File: config.mk
export PLATFORM = sky130hd
export DESIGN_NAME = hbwordhex
export DESIGN_NICKNAME = d
export VERILOG_FILES = /design/src/rtl/hbbus_pkg.sv /design/src/rtl/hbhexchar.sv /design/src/rtl/hbwordhex.sv
export SDC_FILE = /design/constraint.sdc
export NUM_CORES = 1
export LEC_CHECK = 0
export ABC_AREA = 1
export CAP_MARGIN = 20
export CELL_PAD_IN_SITES_DETAIL_PLACEMENT = 2
export CELL_PAD_IN_SITES_GLOBAL_PLACEMENT = 2
export CORE_MARGIN = 5
export CORE_UTILIZATION = 24
export CTS_CLUSTER_SIZE = 25
export DETAILED_ROUTE_END_ITERATION = 8
export MAX_ROUTING_LAYER = met4
export PLACE_DENSITY_LB_ADDON = 0.3
export SETUP_SLACK_MARGIN = 0.3
export SLEW_MARGIN = 20
export SYNTH_ARGS = -nofsm -noshare
export SYNTH_HDL_FRONTEND = slang
export SYNTH_SLANG_ARGS = --single-unit
File: constraint.sdc
create_clock -name i_clk -period 1.8 [get_ports i_clk]
set_input_delay 0.36 -clock i_clk [delete_from_list [all_inputs] [get_ports i_clk]]
set_output_delay 0.36 -clock i_clk [all_outputs]
set_load 0.05 [all_outputs]
File: src/rtl/hbbus_pkg.sv
// Shared bus constants for the hex word printer: type codes, header characters,
// newline, and small helpers for header selection and leading-digit position.
package hbbus_pkg;

  localparam logic [1:0] TC_READ = 2'b00;
  localparam logic [1:0] TC_ACK  = 2'b01;
  localparam logic [1:0] TC_ADDR = 2'b10;
  localparam logic [1:0] TC_INT  = 2'b11;

  localparam logic [7:0] HDR_R  = 8'h52;
  localparam logic [7:0] HDR_K  = 8'h4B;
  localparam logic [7:0] HDR_A  = 8'h41;
  localparam logic [7:0] HDR_I  = 8'h49;
  localparam logic [7:0] HDR_E  = 8'h45;
  localparam logic [7:0] CH_NL  = 8'h0A;

  typedef struct packed {
    logic [1:0]  tc;
    logic [31:0] payload;
  } hb_word_t;

  function automatic logic [7:0] header_char(input logic [1:0] tc, input logic pl0);
    logic [7:0] c;
    case (tc)
      TC_READ: c = HDR_R;
      TC_ACK:  c = HDR_K;
      TC_ADDR: c = HDR_A;
      default: c = pl0 ? HDR_E : HDR_I;
    endcase
    return c;
  endfunction

  function automatic logic has_digits(input logic [1:0] tc);
    return (tc == TC_READ) || (tc == TC_ADDR);
  endfunction

  // Index of the most significant non-zero nibble; 0 for a zero payload so one digit prints.
  function automatic logic [2:0] top_nibble(input logic [31:0] v);
    logic [2:0] idx;
    idx = 3'd0;
    for (int i = 0; i < 8; i++) begin
      if (v[4*i +: 4] != 4'h0) idx = 3'(i);
    end
    return idx;
  endfunction

endpackage

File: src/rtl/hbhexchar.sv
// Combinational nibble to lowercase ASCII hex digit.
module hbhexchar (
  input  logic [3:0] i_nib,
  output logic [7:0] o_char
);

  always_comb begin
    if (i_nib < 4'd10) o_char = 8'h30 + {4'h0, i_nib};
    else               o_char = 8'h57 + {4'h0, i_nib};
  end

endmodule

File: src/rtl/hbwordhex.sv
// Converts 34-bit bus words into an ASCII header plus hex payload stream.
// Define HBWORDHEX_NEWLINE_EN to terminate every word with a newline.
module hbwordhex
  import hbbus_pkg::*;
#(
  parameter int DW = 34
) (
  input  logic          i_clk,
  input  logic          i_reset,
  input  logic          i_stb,
  input  logic [DW-1:0] i_word,
  output logic          o_busy,
  output logic          o_stb,
  output logic [7:0]    o_char,
  input  logic          i_busy
);

  localparam logic [1:0] S_IDLE  = 2'd0;
  localparam logic [1:0] S_HDR   = 2'd1;
  localparam logic [1:0] S_DIGIT = 2'd2;
  localparam logic [1:0] S_NL    = 2'd3;

`ifdef HBWORDHEX_NEWLINE_EN
  localparam logic NL_EN = 1'b1;
`else
  localparam logic NL_EN = 1'b0;
`endif

  logic [1:0] state_q, state_d;
  hb_word_t   word_q, word_d;
  logic [2:0] cnt_q, cnt_d;

  logic       take;
  logic       last_char;
  logic       accept;
  logic [3:0] nib;
  logic [7:0] hex_char;

  assign nib = word_q.payload[{cnt_q, 2'b00} +: 4];

  hbhexchar u_hex (
    .i_nib  (nib),
    .o_char (hex_char)
  );

  always_comb begin
    o_stb     = (state_q != S_IDLE);
    take      = o_stb && !i_busy;
    last_char = 1'b0;
    o_char    = 8'h00;
    case (state_q)
      S_HDR: begin
        o_char    = header_char(word_q.tc, word_q.payload[0]);
        last_char = !has_digits(word_q.tc) && !NL_EN;
      end
      S_DIGIT: begin
        o_char    = hex_char;
        last_char = (cnt_q == 3'd0) && !NL_EN;
      end
      S_NL: begin
        o_char    = CH_NL;
        last_char = 1'b1;
      end
      default: ;
    endcase
    // Releasing busy on the final take lets the next word's header follow with no gap.
    o_busy = o_stb && !(take && last_char);
    accept = i_stb && !o_busy;
  end

  always_comb begin
    state_d = state_q;
    word_d  = word_q;
    cnt_d   = cnt_q;
    if (take) begin
      case (state_q)
        S_HDR: begin
          if (has_digits(word_q.tc)) state_d = S_DIGIT;
          else if (NL_EN)            state_d = S_NL;
          else                       state_d = S_IDLE;
        end
        S_DIGIT: begin
          if (cnt_q != 3'd0) cnt_d   = cnt_q - 3'd1;
          else if (NL_EN)    state_d = S_NL;
          else               state_d = S_IDLE;
        end
        default: state_d = S_IDLE;
      endcase
    end
    if (accept) begin
      word_d  = hb_word_t'(i_word);
      cnt_d   = top_nibble(i_word[31:0]);
      state_d = S_HDR;
    end
  end

  always_ff @(posedge i_clk) begin
    if (i_reset) begin
      state_q <= S_IDLE;
      word_q  <= '0;
      cnt_q   <= 3'd0;
    end else begin
      state_q <= state_d;
      word_q  <= word_d;
      cnt_q   <= cnt_d;
    end
  end

endmodule

==> results of run 1 <==
routing by layer:
layer | vias to the layer above | global-route usage (%)
li1 | 1241 | -
met1 | 1247 | 19.1
met2 | 34 | 27.7
met3 | 7 | 3.33
met4 | 0 | 3.01
met5 | - | -
how the worst min path moves through the flow:
stage	endpoint	slack, ns
global route	word_q[31]	0.48
floorplan	cnt_q[0]	0.42
detailed placement	word_q[6]	0.45
CTS	word_q[6]	0.46
finish	word_q[6]	0.46
global placement	word_q[22]	0.45
cells by family (layout without fill, tap and decap cells):
| kind of cell | Yosys count | in the layout |
|---|---|---|
| AOI/OAI and AO/OA | 82 | 82 |
| xor gates and xnor gates | 1 | 1 |
| adders and majority gates | 3 | 3 |
| buffers and inverters | 62 | 144 |
| DFF | 39 | 39 |
| other | 1 | 1 |
| and+or+nand+nor | 153 | 153 |
flip-flops by register name (all words and copies together) (netlist names):
signal / count
cnt_q: 3
state_q: 2
word_q: 34
layout make-up:
class | instances | area (um2) | share of cell area (%)
well taps | 108 | 135 | 3.88
inverters | 46 | 189 | 5.43
clock buffers | 6 | 82.6 | 2.37
flip-flops and latches | 39 | 793 | 22.8
multi-input cells | 240 | 1310 | 37.7
clock inverters | 1 | 5.00 | 0.144
repair buffers | 91 | 963 | 27.7
worst max-delay path, delay by kind of cell, from the launching register on:
family | cells | cell delay (ns)
buf+inv | 3 | 0.41
fa+ha+maj | 1 | 0.24
simple gates | 5 | 0.55
compound gates | 1 | 0.18
flops | 1 | 0.37
report_power, final:
group	switching, mW	leakage (nW)	total [mW]	internal, mW
Combinational	0.593	1.13	1.08	0.485
Clock	0.317	0.0470	0.618	0.301
Sequential	0.0544	0.326	0.999	0.944
Total	0.963	1.51	2.69	1.73
layout by cell type (no fill, tap or decap), drive strengths merged:
master	count
nand3	25
inv	45
nor2	53
clkinvlp	1
or2	1
conb	1
dfxtp	39
ha	3
a31o	1
xnor2	1
a31oi	2
clkbuf	6
buf	54
nand4	2
clkdlybuf4s50	37
nand2	70
o21ai	44
nand3b	1
and2	1
a21oi	35
clkinv	1
per-stage QoR:
step | std cells | setup slack (ns)
3_5_place_dp | 514 | -0.291
3_3_place_gp | 514 | -0.240
4_1_cts | 526 | -0.550
6_report | 531 | -0.604
2_1_floorplan | 341 | -0.218
5_1_grt | 531 | -0.695
what timing repair did:
| action | CTS | global route |
|---|---|---|
| endpoints found under the setup margin | 47 | 48 |
| setup buffers | 5 | 5 |
| resized for setup | 43 | 15 |
| endpoints found under the hold margin | 0 | 0 |
| pin swaps | 19 | 5 |
==> flow_summary.rst, run 1 <==
.. list-table::
   :header-rows: 1

   * - Metric
     - Value
   * - Result of the run
     - complete, but fails checks
   * - Failing checks
     - setup timing
   * - RR Startpoint
     - cnt_q[0]
   * - Clock tree from TritonCTS
     - built
   * - Startpoint kind of the worst setup timing path
     - flip-flop
   * - GR Overflow Total
     - 0
   * - Synthesized-area fraction occupied by xor and xnor cells
     - less than 1%
   * - Clock Latency Late Sink
     - about 0.3 ns
   * - Drc violations
     - 0
   * - Root buffer cell
     - clkbuf_8
   * - Static leakage
     - between 1.5 and 2 nW
   * - Sequential-to-total area share from yosys stat
     - a little over a third
   * - Yosys warnings
     - 0
   * - Hold Path Cell Cnt
     - 2
   * - Worst hold-check path type
     - flip-flop to flip-flop
   * - Effective utilization at floorplan
     - 24.7%
   * - Simple logic cell fraction of the synthesized area
     - 29.8%
   * - Synth Flop Type
     - dfxtp_1
   * - Number of setup violations in the final report
     - 44
   * - Fin util
     - 39.9%
   * - Post-detailed-route count of antenna-violating nets
     - 0
   * - Share of the synthesized area in the top cell type
     - between 30 and 40%
   * - H-tree depth reported by CTS
     - 2
   * - Netlist Area Pre-Place
     - 2150 um2
   * - Number of library cell types mapped by synthesis
     - 26
   * - Synth Area in Adders
     - about 1.7%
   * - DP Area
     - a little over 3000 um2
   * - Top area cells in the synthesized netlist
     - dfxtp_1, nand2_1, o21ai_0
   * - Worst Path Required
     - roughly 1.4 ns
   * - Main combinational cell family by area after synthesis
     - simple AND/OR/NAND/NOR gates
   * - FF+latch count, synth
     - 39
   * - Antenna violations before repair
     - 0
   * - Crit path from
     - cnt_q[0]
   * - Total wirelength of the detailed-routed design
     - slightly below 9000 um
   * - Overall routing resource usage
     - between 10% and 20%
   * - FMAX
     - between 400 and 500 MHz
   * - Max-slew violation count
     - 0
   * - RSZ-0062 raised after global routing
     - yes
   * - Proportion of synthesized flip-flops having asynchronous set or reset
     - 0%
   * - Die area
     - 11000 um2
   * - Setup tns final
     - -7.24 ns
   * - Worst hold margin
     - ~0.46 ns
   * - Wire length of the first global-routing pass
     - roughly 14000 um
   * - Via count of the first global-routing pass
     - 2700
   * - Placement row count
     - 34
   * - Critical-path cell list
     - buf_6 > buf_12 > nand2_4 > nand3_2 > nand3_2 > nand2_2 > ha_4 > nand3b_1 > a21oi_4 > buf_12
   * - I/O Pins
     - 48
   * - Highest-delay cell along the critical path
     - dfxtp_4
   * - Final clock skew
     - around 0.0057 ns
   * - Number of antenna diodes
     - 0
   * - I/O Buffers
     - 46
   * - Clk pin slew, worst setup/hold paths
     - 0.07 ns
   * - Weighted congestion at the end of routability-driven global placement
     - ~0.80
   * - Drt first pass iters
     - 4
   * - Depth of the worst register-to-register path
     - 13
   * - Highest metal layer used by the detailed router
     - met4
   * - Maximum number of pins on one net before global-route repair
     - 36
   * - Chip Height
     - 105 um
   * - Cell count after synthesis
     - around 340
   * - Number of vias in the routed layout
     - around 2500
   * - Path type of the worst setup path
     - flip-flop to primary output
   * - Capturing instance or port of the critical path
     - o_char[1]
   * - Post-synth top cells
     - nand2_1, nor2_1, inv_1
   * - Sum of met2 wire segment lengths after detailed routing
     - approximately 4600 um
   * - Endpoint class of the critical path
     - primary output
   * - Die Wd
     - 105 um
   * - DRT met1 WL
     - about 3800 um
   * - Max-cap violation count
     - 0
   * - Delay of the slowest cell on the worst path
     - between 0.3 and 0.4 ns
   * - Proportion of layout cells with a drive suffix above 1
     - around 27%
   * - Avg Inst Size Synth
     - ~6.3 um2
   * - Post-route fraction of the period consumed by the critical path
     - 134%
   * - Placeable core region
     - 8720 um2
   * - CTS buffer count
     - 5
   * - Area growth from synthesis to layout
     - 61.5%
   * - Cell area after layout
     - about 3500 um2
   * - Number of hold-slack violations in the final timing report
     - 0
   * - Post-layout minimum cycle time
     - between 2 and 2.5 ns
   * - Cell type with the largest total area after synthesis
     - dfxtp_1
   * - Clock Path Buffers
     - 2
   * - Syn Nets
     - roughly 380
   * - Number of hold-repair buffers added at the cts stage
     - 0
   * - Vias/cell
     - 4.76
   * - Peak fanout along the critical path
     - 8
   * - Final HPWL DP
     - between 6000 and 7000 um
   * - Worst-case register-to-register setup slack
     - -0.24 ns
   * - Detailed-route wire length per cell
     - about 16 um
   * - Number of enable-type register cells in the synthesized netlist
     - 0
   * - Number of nets at the end of the flow
     - 464
   * - Worst setup slack after layout
     - -0.604 ns
   * - Metal3 WL
     - between 200 and 250 um
   * - Drt first-iter violations
     - 57
   * - Number of sinks driven by the clock tree
     - 39
   * - Proportion of synthesized area in mux cells
     - 0%
   * - Launch point of the worst hold path
     - word_q[6]
   * - Final-layout fill cell count
     - 1016
   * - Cell area power density
     - between 700 and 800 nW/um2
   * - Capturing point of the worst reg2reg path
     - cnt_q[0]
   * - Most frequent cell after synthesis
     - nand2_1
   * - Peak supply drop
     - between 0.2 and 0.25 mV
   * - CP Data Arrival Time
     - 2.04 ns
   * - Area fraction in compound gates after synthesis
     - between 10% and 20%
   * - Total power of the final layout
     - between 2 and 3 mW
Note: power is estimated with default switching activity, not from simulation.
==> run 2, diff against run 1 <==
- GPL_TIMING_DRIVEN: unset -> 0
- SKIP_LAST_GASP: unset -> 1
==> run 2 against run 1 <==
  * The flow still finishes with violations (setup timing)
  * Final area grew 9.5%
  * Setup slack got worse by 0.24 ns
  * Worst hold slack better by 0.0067 ns
  * Core utilization grew 3.8 points
  * Sequential cell count is the same
  * Sequential share of layout area shrank 2.0 points
  * Maximum frequency decreased by 9.0%
  * Count of clock-buffer cells in the layout grew 1
  * Largest cell class unchanged
==> flow_summary.rst, run 2 (synthesis gave the netlist of run 1 again) <==
.. list-table::
   :header-rows: 1

   * - Metric
     - Value
   * - Result of the run
     - complete, but fails checks
   * - Fin util
     - 43.7% (+3.8 points)
   * - Leading registers by flop count
     - word_q (34), cnt_q (3), state_q (2)
   * - Max-slew violation count
     - 0 (unchanged)
   * - Drc violations
     - 0 (unchanged)
   * - CP Data Arrival Time
     - 2.28 ns (+0.24 ns)
   * - Post-detailed-route count of antenna-violating nets
     - 0 (unchanged)
   * - Actual transition at the worst max-transition pin
     - slightly above 0.6 ns
   * - Static leakage
     - 1.62 nW (+7.5%)
   * - Drt first-iter violations
     - 110 (+93%)
   * - Antenna violations before repair
     - 0 (unchanged)
   * - Vias/cell
     - 5.03 (+5.6%)
   * - Commonest non-fill, non-tap cells in the layout
     - nand2_1, nor2_1, clkdlybuf4s50_1
   * - Hold Path Cell Cnt
     - 2 (unchanged)
   * - WP depth
     - 11 (+1)
   * - Area growth from synthesis to layout
     - 76.8%
   * - Area taken by flip-flops and latches
     - 793 um2 (unchanged)
   * - FMAX
     - 379 MHz (-9.0%)
   * - Number of hold-slack violations in the final timing report
     - 0 (unchanged)
   * - Post-route non-filler standard cell count
     - 541 (+1.9%)
   * - Drt first pass iters
     - 4 (unchanged)
   * - Cell repeated most along the worst path
     - nand2_1
   * - Post-route fraction of the period consumed by the critical path
     - 147% (+13 points)
   * - Root buffer cell
     - clkbuf_8
   * - Number of setup violations in the final report
     - 45 (+2.3%)
   * - Pre-CTS setup slack
     - -1.17 ns (-0.876 ns)
   * - Clock Latency Late Sink
     - 0.31 ns (about the same)
   * - Max transition margin
     - about three fifths
   * - Worst hold-check path type
     - flip-flop to flip-flop
   * - Number of antenna diodes
     - 0 (unchanged)
   * - Path type of the worst setup path
     - flip-flop to primary output
   * - RSZ-0062 raised after global routing
     - yes
   * - Clock tree from TritonCTS
     - built
   * - Failing checks
     - setup timing
   * - Final clock skew
     - 0.0126 ns (+0.00695 ns)
   * - Peak supply drop
     - 0.275 mV (+17%)
   * - Placeable core region
     - 8720 um2 (unchanged)
   * - GR Overflow Total
     - 0 (unchanged)
   * - Startpoint kind of the worst setup timing path
     - flip-flop
   * - Most flops, register
     - word_q
   * - Proportion of layout cells with a drive suffix above 1
     - 35.3% (+8.1 points)
   * - Delay of the slowest cell on the worst path
     - 0.43 ns (+0.06 ns)
   * - Worst Path Required
     - 1.44 ns (about the same)
   * - Effective utilization at floorplan
     - 24.7% (unchanged)
   * - Cell area after layout
     - 3810 um2 (+9.5%)
   * - I/O Pins
     - 48 (unchanged)
   * - WP buf/inv
     - 4 (+1)
   * - Max-cap violation count
     - 0 (unchanged)
   * - Via count of the first global-routing pass
     - 2998 (+11%)
   * - Weighted congestion at the end of routability-driven global placement
     - 0.778 (-2.6%)
   * - Die area
     - 11000 um2 (unchanged)
   * - Final-layout fill cell count
     - 975 (-4.0%)
   * - Chip Height
     - 105 um (unchanged)
   * - Clk pin slew, worst setup/hold paths
     - 0.09 ns (+0.02 ns)
   * - Total wirelength of the detailed-routed design
     - 12000 um (+37%)
   * - Post-layout minimum cycle time
     - 2.64 ns (+0.237 ns)
   * - Number of placed instances, taps included
     - 495 (-3.7%)
   * - Highest-delay cell along the critical path
     - dfxtp_4
   * - Peak fanout along the critical path
     - 6 (-2)
   * - Endpoint class of the critical path
     - primary output
   * - I/O Buffers
     - 46 (unchanged)
   * - Worst setup slack after layout
     - -0.841 ns (-0.237 ns)
   * - Critical-path cell list
     - inv_6 > buf_8 > o21ai_1 > nand2_1 > nand2_1 > nand2_2 > inv_2 > ha_4 > nand3b_1 > a21oi_4 > buf_6
   * - Cell area power density
     - 793 nW/um2 (+2.5%)
   * - Detailed-route wire length per cell
     - 22.2 um (+35%)
   * - Maximum number of pins on one net before global-route repair
     - 12 (-67%)
   * - Die Wd
     - 105 um (unchanged)
   * - DP Area
     - 2870 um2 (-7.7%)
   * - CTS buffer count
     - 5 (unchanged)
   * - Max FFs per register
     - 34 (unchanged)
   * - Number of sinks driven by the clock tree
     - 39 (unchanged)
   * - Depth of the worst register-to-register path
     - 14 (+1)
   * - Most common library cell in the layout ignoring fill and taps
     - nand2_1
   * - Clock Path Buffers
     - 2 (unchanged)
   * - Wire length of the first global-routing pass
     - 16500 um (+19%)
   * - Area of the multi-input gates
     - 1480 um2 (+12%)
   * - H-tree depth reported by CTS
     - 2 (unchanged)
   * - Number of vias in the routed layout
     - 2720 (+7.6%)
   * - Placement row count
     - 34 (unchanged)
   * - Number of nets at the end of the flow
     - 473 (+1.9%)
   * - Overall routing resource usage
     - 19.9% (+3.9 points)
   * - Kind of cell adding the most delay to the critical path
     - simple AND/OR/NAND/NOR gates
   * - Final HPWL DP
     - 6440 um (+0.92%)
run 2: cell types whose count changed in the layout (fill, tap and decap cells not counted), sizes merged:
| cell | previous run | this run |
|---|---|---|
| buf | 54 | 58 |
| clkbuf | 6 | 10 |
| bufbuf | 0 | 1 |
| clkinv | 1 | 2 |
| inv | 45 | 44 |
| nand2 | 70 | 71 |
run 2: per-stage QoR:
| step | hold slack (ns) | total power [mW] | TNS [ns] |
|---|---|---|---|
| floorplan | 0.419 | 1.52 | -0.329 |
| global placement | 0.443 | 1.78 | -11.01 |
| detailed placement | 0.448 | 1.81 | -12.22 |
| CTS | 0.461 | 2.79 | -9.91 |
| global route | 0.484 | 3.15 | -19.45 |
| finish | 0.463 | 3.02 | -15.23 |
run 2: worst paths after layout:
check / from / slack (ns) / endpoint
min reg2reg: word_q[23] / 0.46 / word_q[23]
max: cnt_q[0] / -0.84 / o_char[1]
min: word_q[23] / 0.46 / word_q[23]
max reg2reg: cnt_q[0] / -0.41 / word_q[12]
run 2: layout make-up:
cell class | count | area share [%]
timing repair buffer | 83 | 24.6
buffer | 16 | 4.96
multi-input combinational | 241 | 38.7
inverter | 46 | 5.22
tap | 108 | 3.55
sequential | 39 | 20.8
clock buffer | 7 | 2.00
clock inverter | 1 | 0.131
run 2: tightest hold or removal path, cell delays in order, from the launching register on:
cell	delay [ns]
dfxtp_1	0.30
inv_1	0.06
a21oi_1	0.06
run 2: layer usage:
metal	track usage, %	routed length, um	vias up
met5	-	0	-
met4	5.84	319	0
met3	3.27	430	22
met2	35.8	6340	75
met1	22.4	4940	1350
li1	-	-	1273
run 2: what timing repair did:
item | in CTS | in global routing
hold buffers | 0 | 0
gates cloned | 8 | 0
setup endpoints to repair | 47 | 48
resized for setup | 155 | 54
buffers inserted | 27 | 3
pin swaps | 15 | 19
run 2: where the power goes:
group,internal (mW),switching (mW)
Sequential,0.944,0.0654
Clock,0.274,0.369
Combinational,0.610,0.760
Total,1.83,1.19
